<file path="src/rtl/fetch_unit_if.sv">
`timescale 1ns/1ps
`default_nettype none
// ============================================================================
// Module   : fetch_unit_if
// Purpose  : Instruction-memory and decode-side signals of the PIGRO fetch stage.
// Revision : 1.0  initial release
// ============================================================================
interface fetch_unit_if #(
    parameter int PC_W   = 5,
    parameter int DATA_W = 32
);
    logic              imem_req;
    logic [PC_W-1:0]   imem_addr;
    logic              imem_valid;
    logic [DATA_W-1:0] imem_rdata;
    logic              stall;
    logic              jump_flag;
    logic [PC_W-1:0]   jump_dest;
    logic [DATA_W-1:0] instruction_out;
    logic [PC_W-1:0]   pc_out;

    modport master (
        output imem_req, imem_addr, instruction_out, pc_out,
        input  imem_valid, imem_rdata, stall, jump_flag, jump_dest
    );

    modport slave (
        input  imem_req, imem_addr, instruction_out, pc_out,
        output imem_valid, imem_rdata, stall, jump_flag, jump_dest
    );
endinterface
`default_nettype wire

</file>
<file path="src/rtl/fetch_unit.sv">
`timescale 1ns/1ps
`default_nettype none
// ============================================================================
// Module   : fetch_unit
// Purpose  : PC, single-outstanding imem requests, 2-entry prefetch FIFO, decode output.
// Revision : 1.0  initial release
// ============================================================================
module fetch_unit #(
    parameter int                PC_W     = 5,
    parameter int                DATA_W   = 32,
    parameter logic [DATA_W-1:0] NOP_WORD = '0
) (
    input  wire logic    clk,
    input  wire logic    rst,
    fetch_unit_if.master bus
);
    typedef enum logic [1:0] {
        S_IDLE  = 2'd0,
        S_FETCH = 2'd1,
        S_DRAIN = 2'd2
    } state_t;

    state_t            r_state;
    logic [PC_W-1:0]   r_fetch_pc;
    logic [PC_W-1:0]   r_req_pc;
    logic              r_outstanding;
    logic              r_discard;
    logic [1:0]        r_count;
    logic [DATA_W-1:0] r_fifo_instr [2];
    logic [PC_W-1:0]   r_fifo_pc    [2];
    logic [DATA_W-1:0] r_instr;
    logic [PC_W-1:0]   r_pc;

    logic              w_jump;
    logic              w_resp;
    logic              w_resp_ok;
    logic              w_pop;
    logic              w_bypass;
    logic              w_push;
    logic              w_wr_idx;
    logic              w_issue;
    logic [1:0]        w_count_nxt;

    always_comb begin
        w_jump      = bus.jump_flag & ~bus.stall;
        w_resp      = bus.imem_valid & r_outstanding;
        w_resp_ok   = w_resp & ~r_discard;
        w_pop       = ~bus.stall & ~w_jump & (r_count != 2'd0);
        w_bypass    = ~bus.stall & ~w_jump & (r_count == 2'd0) & w_resp_ok;
        w_push      = w_resp_ok & ~w_jump & ~w_bypass;
        // Head sits at index 0; a push lands just behind whatever survives the pop.
        w_wr_idx    = (r_count == 2'd2) | ((r_count == 2'd1) & ~w_pop);
        w_count_nxt = w_jump ? 2'd0 : (r_count + {1'b0, w_push} - {1'b0, w_pop});
        w_issue     = rst & ~w_jump & (~r_outstanding | bus.imem_valid) & (w_count_nxt <= 2'd1);
    end

    assign bus.imem_req        = w_issue;
    assign bus.imem_addr       = r_fetch_pc;
    assign bus.instruction_out = r_instr;
    assign bus.pc_out          = r_pc;

    always_ff @(posedge clk) begin
        if (!rst) begin
            r_state       <= S_IDLE;
            r_fetch_pc    <= '0;
            r_req_pc      <= '0;
            r_outstanding <= 1'b0;
            r_discard     <= 1'b0;
            r_count       <= 2'd0;
            r_instr       <= NOP_WORD;
            r_pc          <= '0;
        end else begin
            case (r_state)
                S_IDLE:  r_state <= S_FETCH;
                S_FETCH: if (w_jump && r_outstanding && !bus.imem_valid) r_state <= S_DRAIN;
                S_DRAIN: if (bus.imem_valid) r_state <= S_FETCH;
                default: r_state <= S_IDLE;
            endcase

            if (w_issue) begin
                r_outstanding <= 1'b1;
                r_req_pc      <= r_fetch_pc;
            end else if (bus.imem_valid) begin
                r_outstanding <= 1'b0;
            end

            if (w_jump)      r_discard <= r_outstanding & ~bus.imem_valid;
            else if (w_resp) r_discard <= 1'b0;

            if (w_jump)       r_fetch_pc <= bus.jump_dest;
            else if (w_issue) r_fetch_pc <= r_fetch_pc + PC_W'(1);

            if (w_jump) begin
                r_count <= 2'd0;
            end else begin
                r_count <= w_count_nxt;
                if (w_pop) begin
                    r_fifo_instr[0] <= r_fifo_instr[1];
                    r_fifo_pc[0]    <= r_fifo_pc[1];
                end
                if (w_push) begin
                    r_fifo_instr[w_wr_idx] <= bus.imem_rdata;
                    r_fifo_pc[w_wr_idx]    <= r_req_pc;
                end
            end

            if (w_jump) begin
                r_instr <= NOP_WORD;
                r_pc    <= bus.jump_dest;
            end else if (!bus.stall) begin
                if (r_count != 2'd0) begin
                    r_instr <= r_fifo_instr[0];
                    r_pc    <= r_fifo_pc[0];
                end else if (w_resp_ok) begin
                    r_instr <= bus.imem_rdata;
                    r_pc    <= r_req_pc;
                end else begin
                    r_instr <= NOP_WORD;
                end
            end
        end
    end

    a_no_push_when_full: assert property (@(posedge clk) disable iff (!rst)
        !(w_push && (r_count == 2'd2)));

endmodule
`default_nettype wire

</file>
<file path="src/flat_wrapper.sv">
// flat-port wrapper written by rule: the top's interface ports become plain ports
module fetch_unit_flat 
#(
    parameter int                PC_W     = 5,
    parameter int                DATA_W   = 32,
    parameter logic [DATA_W-1:0] NOP_WORD = '0
)
  (clk, rst, bus_imem_req, bus_imem_addr, bus_instruction_out, bus_pc_out, bus_imem_valid, bus_imem_rdata, bus_stall, bus_jump_flag, bus_jump_dest);
  fetch_unit_if #(.PC_W(PC_W), .DATA_W(DATA_W)) bus_i ();
  input  wire logic clk;
  input  wire logic rst;
  output wire logic [$bits(bus_i.imem_req)-1:0] bus_imem_req;
  output wire logic [$bits(bus_i.imem_addr)-1:0] bus_imem_addr;
  output wire logic [$bits(bus_i.instruction_out)-1:0] bus_instruction_out;
  output wire logic [$bits(bus_i.pc_out)-1:0] bus_pc_out;
  input wire logic [$bits(bus_i.imem_valid)-1:0] bus_imem_valid;
  input wire logic [$bits(bus_i.imem_rdata)-1:0] bus_imem_rdata;
  input wire logic [$bits(bus_i.stall)-1:0] bus_stall;
  input wire logic [$bits(bus_i.jump_flag)-1:0] bus_jump_flag;
  input wire logic [$bits(bus_i.jump_dest)-1:0] bus_jump_dest;
  assign bus_imem_req = bus_i.imem_req;
  assign bus_imem_addr = bus_i.imem_addr;
  assign bus_instruction_out = bus_i.instruction_out;
  assign bus_pc_out = bus_i.pc_out;
  assign bus_i.imem_valid = bus_imem_valid;
  assign bus_i.imem_rdata = bus_imem_rdata;
  assign bus_i.stall = bus_stall;
  assign bus_i.jump_flag = bus_jump_flag;
  assign bus_i.jump_dest = bus_jump_dest;
  fetch_unit #(.PC_W(PC_W), .DATA_W(DATA_W), .NOP_WORD(NOP_WORD)) u_core (.clk(clk), .rst(rst), .bus(bus_i));
endmodule
</file>
<file path="config.mk">
export PLATFORM = sky130hd
export DESIGN_NAME = fetch_unit_flat
export DESIGN_NICKNAME = d
export VERILOG_FILES = /design/src/rtl/fetch_unit_if.sv /design/src/rtl/fetch_unit.sv /design/src/flat_wrapper.sv
export SDC_FILE = /design/constraint.sdc
export NUM_CORES = 1
export LEC_CHECK = 0
export CAP_MARGIN = 5
export CORE_MARGIN = 4
export CORE_UTILIZATION = 53
export CTS_CLUSTER_DIAMETER = 120
export CTS_CLUSTER_SIZE = 8
export DETAILED_ROUTE_END_ITERATION = 6
export GPL_TIMING_DRIVEN = 0
export PLACE_DENSITY_LB_ADDON = 0.15
export SYNTH_ARGS = -nofsm -noshare
export SYNTH_HDL_FRONTEND = slang
export SYNTH_SLANG_ARGS = --single-unit
</file>
<file path="constraint.sdc">
create_clock -name clk -period 4.7 [get_ports clk]
set_clock_uncertainty 0.05 [all_clocks]
set_input_delay 0.94 -clock clk [delete_from_list [all_inputs] [get_ports clk]]
set_output_delay 0.94 -clock clk [all_outputs]
set_load 0.02 [all_outputs]
</file>
==> metrics.csv, run 1 <==
metric,value,unit
worst-path-stages,9,
die_area,11100,um^2
final_nets,528,
finalPower,2.80,mW
synth-simple-area-share,10.3,%
drcViolationCount,0,
ys.flop_type,edfxtp_1,
grt.overflow.total,0,
grt_max_degree,38,
arrival,3.30,ns
gr-usage-met3,4.41,%
finalSetupViolCount,0,
synth_edf_count,74,
cts.sinks,125,
rrSetupSlack,2.08,ns
portBuffers,84,
powerDensity,422,nW/um^2
final_util,72.0,%
insertion_delay,0.51,ns
grt_use_met2,33.7,%
r2r_end,u_core.r_fifo_instr[0][19],
synth_top_family_by_area,multiplexers,
avgRoutedWirePerCell,17.6,um
met1_usage,26.5,%
synth_top_cell_area_share,44.3,%
yosysMostFrequentCell,edfxtp_1,
async_reset_ff_share,0,%
hp-class,reg -> reg,
worst_slack,0.413,ns
drive_above_1_share,17.7,%
synth_area,5010,um^2
die_x,105,um
worst_pin_slew,0.939,ns
fmax,233,MHz
cp_slowest_cell,clkdlybuf4s50_1,
synth-seq-area-share,64.7,%
place_ws,-0.173,ns
cts_tree,yes,
grt_usage,20.4,%
synth_common_cells,"edfxtp_1 (74), dfxtp_1 (51), nor2_1 (42)",
crit_family,buffers and inverters,
finalInstanceArea,6650,um^2
min_period,4.29,ns
cp_common_cell,ha_1,
root_buffer,clkbuf_8,
setup_tns,0,ns
crit_path_cell_trace,"dlymetal6s2s_1, nor3_2, ha_1, inv_1, ha_1, xnor3_2, and4_4, buf_6, clkdlybuf4s50_1",
clockBufferDepth,2,
post_cts_buffers,0,
htreeDepth,4,
num_vias,3452,
r2r-start,u_core.r_outstanding,
core,9240,um^2
required,3.71,ns
fin_hold_ws,0.423,ns
start_kind,primary input,
via_per_inst,5.52,
wirelength,11.0,mm
hold_viol,0,
ys_ff_latch,125,
num_rows,35,
min_to,u_core.bus.instruction_out[13],
grt_pass1_vias,3505,
synth_area_per_cell,13.2,um^2
max_cap_viol_count,0,
num_io_pins,85,
leakagePower,2.36,nW
slew_headroom,37.4,%
drt_first_iter_violations,160,
outcome,finished clean,
clk_pin_slew,0.06,ns
critPathMaxStageDelay,0.61,ns
dpl.cell_count,595,
finalCritPeriodShare,91.2,%
yosysTopAreaCell,edfxtp_1,
path_buf_inv,4,
area_delta_synth_final,32.8,%
antenna_found_initial,0,
hold_depth,2,
netlist_instances,381,
grt_pass1_wl,17.6,mm
synth_fp_nets,426,
grt_setup_unrepaired,false,
diodes,0,
peakVddDrop,234,uV
report.final.slew_viol_count,0,
yosys-top-cells-area,"edfxtp_1 (44%), dfxtp_1 (20%), mux2_4 (5.7%)",
hp-start,u_core.bus.instruction_out[13],
cts_buffers,17,
crit_fanout,12,
ant_nets,0,
synth_cell_type_count,40,
grt-busiest-layer,met2,
hpwl,7.03,mm
synth_xor_area_share,1.17,%
reg2reg_depth,6,
gp_congestion,0.773,
first_pass_iters,4,
synthAdderAreaFrac,0.749,%
criticalPathCategory,in -> out,
critPathCaptureType,output port,
synthMuxAreaShare,10.5,%
postPlaceCellArea,6050,um^2
yosysWarnings,0,
instances_no_fill,625,
start_util,54.2,%
synth_compound_area_share,9.29,%
hold_buffers,0,
die_height,105,um
-- sequential cells by signal, indices dropped and copies added (netlist names) --
| name | count |
|---|---|
| u_core.r_discard | 1 |
| u_core.r_fifo_instr | 64 |
| u_core.r_fifo_pc | 10 |
| u_core.r_outstanding | 1 |
| u_core.bus.imem_addr | 5 |
| u_core.bus.pc_out | 5 |
| u_core.bus.instruction_out | 32 |
| u_core.r_count | 2 |
| u_core.r_req_pc | 5 |
-- timing repair --
item,4_1_cts,5_1_grt
resized for setup,1,3
pin swaps,0,0
setup endpoints to repair,1,1
-- layer usage --
metal  routed length (um)  part of all wire (%)
met5                    0                     0
met4                   91                  0.83
met3                  529                   4.8
met2                 5570                    51
met1                 4810                    44
-- layout make-up --
class / count / area [um^2]
Buffer: 24 / 139
Clock buffer: 19 / 432
Clock inverter: 13 / 168
Fill cell: 628 / 2590
Inverter: 4 / 15.0
Multi-Input combinational cell: 226 / 1620
Sequential cell: 125 / 3240
Tap cell: 129 / 161
Timing Repair Buffer: 85 / 873
-- where the power goes --
part / internal, mW / switching, mW / total (mW)
Combinational: 0.133 / 0.149 / 0.282
Clock: 0.824 / 0.476 / 1.30
Sequential: 1.20 / 0.0247 / 1.22
-- layout by cell type (no fill, tap or decap), drive strengths merged, types with 14 or more instances in the layout --
cell,n
edfxtp,74
clkbuf,30
mux2,37
nor3,34
nor2,42
nand2,23
buf,14
clkdlybuf4s50,82
dfxtp,51
a221oi,32
-- kinds of logic after synthesis --
logic type                 count (synthesis)
AOI/OAI and AO/OA                         62
xor gates and xnor gates                   5
adders and majority gates                  3
buffers and inverters                     30
DFF                                      125
muxes                                     41
and+or+nand+nor                          115
-- how the worst max path moves through the flow --
stage                        from                        end  slack, ns
floorplan               bus_stall  u_core.r_fifo_instr[1][0]       1.08
global placement        bus_stall  u_core.r_fifo_instr[1][6]      -0.59
detailed placement      bus_stall               bus_imem_req      -0.17
CTS                 bus_jump_flag               bus_imem_req       0.05
global route            bus_stall               bus_imem_req       0.29
finish                  bus_stall               bus_imem_req       0.41
-- worst reg2reg max path, stage by stage (launching register included) --
cell	delay (ns)
dfxtp_1	0.36
nand3b_1	0.17
or2_1	0.30
nor2_1	0.21
buf_6	0.20
buf_8	0.18
a21o_2	0.74
No activity file was read; power rests on OpenSTA's default activity.
==> inputs of run 2 (changes only) <==
--- a/config.mk
+++ b/config.mk
@@ -13,6 +13,7 @@
 export DETAILED_ROUTE_END_ITERATION = 6
 export GPL_TIMING_DRIVEN = 0
 export PLACE_DENSITY_LB_ADDON = 0.15
+export SKIP_LAST_GASP = 1
 export SYNTH_ARGS = -nofsm -noshare
 export SYNTH_HDL_FRONTEND = slang
 export SYNTH_SLANG_ARGS = --single-unit
==> constraint.sdc (replaced) <==
create_clock -name clk -period 4.7 [get_ports clk]
set_clock_uncertainty 0.05 [all_clocks]
set_input_delay 0.47 -clock clk [delete_from_list [all_inputs] [get_ports clk]]
set_output_delay 0.47 -clock clk [all_outputs]
set_load 0.02 [all_outputs]
==> run 2 against run 1 <==
Net effect:
- clock-buffer cell count unchanged
- non-clock buffer count increased by 2
- clock power about the same
- flip-flop and latch count unchanged
- final area about the same
- core utilization about the same
- critical path type unchanged
- critical endpoint unchanged
==> metrics.csv, run 2 (synthesis results as in run 1) <==
metric,value,unit,change
diodes,0,,unchanged
drcViolationCount,0,,unchanged
hold_buffers,0,,unchanged
worst-path-stages,10,,was 9
largest_register_ffs,64,,unchanged
grt.overflow.total,0,,unchanged
peakVddDrop,234,uV,about the same
cts_tree,yes,,unchanged
cts_buffers,17,,unchanged
core,9240,um^2,unchanged
hold_depth,2,,unchanged
max_flop_register,u_core.r_fifo_instr,,unchanged
wirelength,11.0,mm,about the same
leakagePower,2.34,nW,was 2.36 nW
arrival,3.38,ns,was 3.30 ns
first_pass_iters,5,,was 4
min_period,3.90,ns,was 4.29 ns
crit_fanout,10,,was 12
critPathCaptureType,output port,,unchanged
grt_pass1_wl,17.6,mm,about the same
start_util,54.2,%,unchanged
hpwl,7.03,mm,unchanged
num_rows,35,,unchanged
final_util,72.0,%,about the same
top_layer,met4,,unchanged
gp_congestion,0.773,,unchanged
wl_met2,5.60,mm,was 5.57 mm
avgRoutedWirePerCell,17.5,um,was 17.6 um
htreeDepth,4,,unchanged
area_delta_synth_final,32.7,%,was 32.8%
grt_usage,20.4,%,unchanged
hold_viol,0,,unchanged
wl_met1,4.79,mm,was 4.81 mm
outcome,finished clean,,unchanged
finalInstanceArea,6650,um^2,about the same
criticalPathCategory,in -> out,,unchanged
postPlaceCellArea,6050,um^2,unchanged
report.final.slew_viol_count,0,,unchanged
antenna_found_initial,0,,unchanged
drt_first_iter_violations,120,,was 160
critPathMaxStageDelay,0.61,ns,about the same
powerDensity,422,nW/um^2,about the same
instances_no_fill,627,,was 625
layout_commonest_cell,clkdlybuf4s50_1,,unchanged
start_kind,primary input,,unchanged
hp-start,u_core.bus.instruction_out[13],,unchanged
cp_slowest_cell,clkdlybuf4s50_1,,unchanged
clockBufferDepth,2,,unchanged
worst_pin_slew,0.939,ns,about the same
num_io_pins,85,,unchanged
critical_path.startpoint,bus_stall,,unchanged
setup_tns,0,ns,unchanged
via_per_inst,5.49,,was 5.52
final_nets,530,,was 528
post_cts_resized,0,,was 1
reg2reg_depth,6,,unchanged
crit_family,buffers and inverters,,unchanged
grt_max_degree,38,,unchanged
rrSetupSlack,2.09,ns,was 2.08 ns
insertion_delay,0.50,ns,was 0.51 ns
cts.sinks,125,,unchanged
required,4.18,ns,was 3.71 ns
die_height,105,um,unchanged
die_area,11100,um^2,unchanged
hp-class,reg -> reg,,unchanged
path_buf_inv,5,,was 4
r2r_end,u_core.r_fifo_instr[0][18],,was u_core.r_fifo_instr[0][19]
die_x,105,um,unchanged
portBuffers,84,,unchanged
drive_above_1_share,17.3,%,was 17.7%
finalCritPeriodShare,83.0,%,was 91.2%
num_vias,3441,,was 3452
route.met3.wl,491,um,was 529 um
clk_pin_slew,0.06,ns,about the same
post_cts_buffers,0,,unchanged
fmax,256,MHz,was 233 MHz
dpl.cell_count,595,,unchanged
min_to,u_core.bus.instruction_out[13],,unchanged
finalSetupViolCount,0,,unchanged
ant_nets,0,,unchanged
grt_pass1_vias,3515,,was 3505
max_cap_viol_count,0,,unchanged
crit_path_cell_trace,"clkdlybuf4s50_1, clkbuf_1, buf_1, nor2_1, nor2_1, ha_1, xnor3_2, and4_4, buf_6, clkdlybuf4s50_1",,"was dlymetal6s2s_1, nor3_2, ha_1, inv_1, ha_1, xnor3_2, and4_4, buf_6, clkdlybuf4s50_1"
slew_headroom,37.4,%,about the same
r2r-start,u_core.r_outstanding,,unchanged
root_buffer,clkbuf_8,,unchanged
final_cell_mix,"clkdlybuf4s50_1 (84), edfxtp_1 (74), dfxtp_1 (51)",,"was clkdlybuf4s50_1 (82), edfxtp_1 (74), dfxtp_1 (51)"
fillers,633,,was 628
grt_setup_unrepaired,false,,unchanged
run 2: cell count changes in the layout (fill, tap and decap cells not counted), sizes merged:
cell / previous run / this run
clkbuf: 30 / 32
clkdlybuf4s50: 82 / 84
dlymetal6s2s: 2 / 0
run 2: how the worst max path moves through the flow:
| stage | end | slack (ns) |
|---|---|---|
| after floorplan | u_core.r_fifo_instr[1][0] | 1.55 |
| after global placement | u_core.r_fifo_instr[1][6] | -0.12 |
| after detailed placement | bus_imem_req | 0.77 |
| after CTS | bus_imem_req | 0.76 |
| after global routing | bus_imem_req | 0.53 |
| final | bus_imem_req | 0.80 |
run 2: cell type report:
class | count | area, um^2 | area share [%]
Buffer | 26 | 145 | 2.18
Clock buffer | 19 | 432 | 6.49
Clock inverter | 13 | 168 | 2.52
Inverter | 4 | 15.0 | 0.226
Multi-Input combinational cell | 226 | 1620 | 24.3
Sequential cell | 125 | 3240 | 48.8
Tap cell | 129 | 161 | 2.43
Timing Repair Buffer | 85 | 868 | 13.1
run 2: where the power goes:
part	internal (mW)	total, mW	switching, mW
combinational	0.133	0.282	0.149
sequential	1.20	1.22	0.0248
clock	0.824	1.30	0.476
run 2: through the flow:
stage / hold WS, ns / power (mW) / setup WS, ns
final: 0.423 / 2.80 / 0.798
after global routing: 0.453 / 2.90 / 0.534
after CTS: 0.427 / 2.83 / 0.760
after detailed placement: 0.415 / 1.52 / 0.767
after global placement: 0.413 / 1.52 / -0.121
after floorplan: 0.396 / 1.39 / 1.55
run 2: worst register-to-register path, cell delays in order (launching register included):
cell and delay (ns):
dfxtp_1 0.37, nand3b_1 0.17, or2_1 0.30, nor2_1 0.20, buf_6 0.20, buf_8 0.18, a21o_2 0.74
run 2: per-layer routing:
metal / global-route usage [%] / vias up
met4: 7.03 / 0
met5: 0 / -
li1: - / 1648
met3: 4.41 / 10
met1: 26.4 / 1685
met2: 33.8 / 98
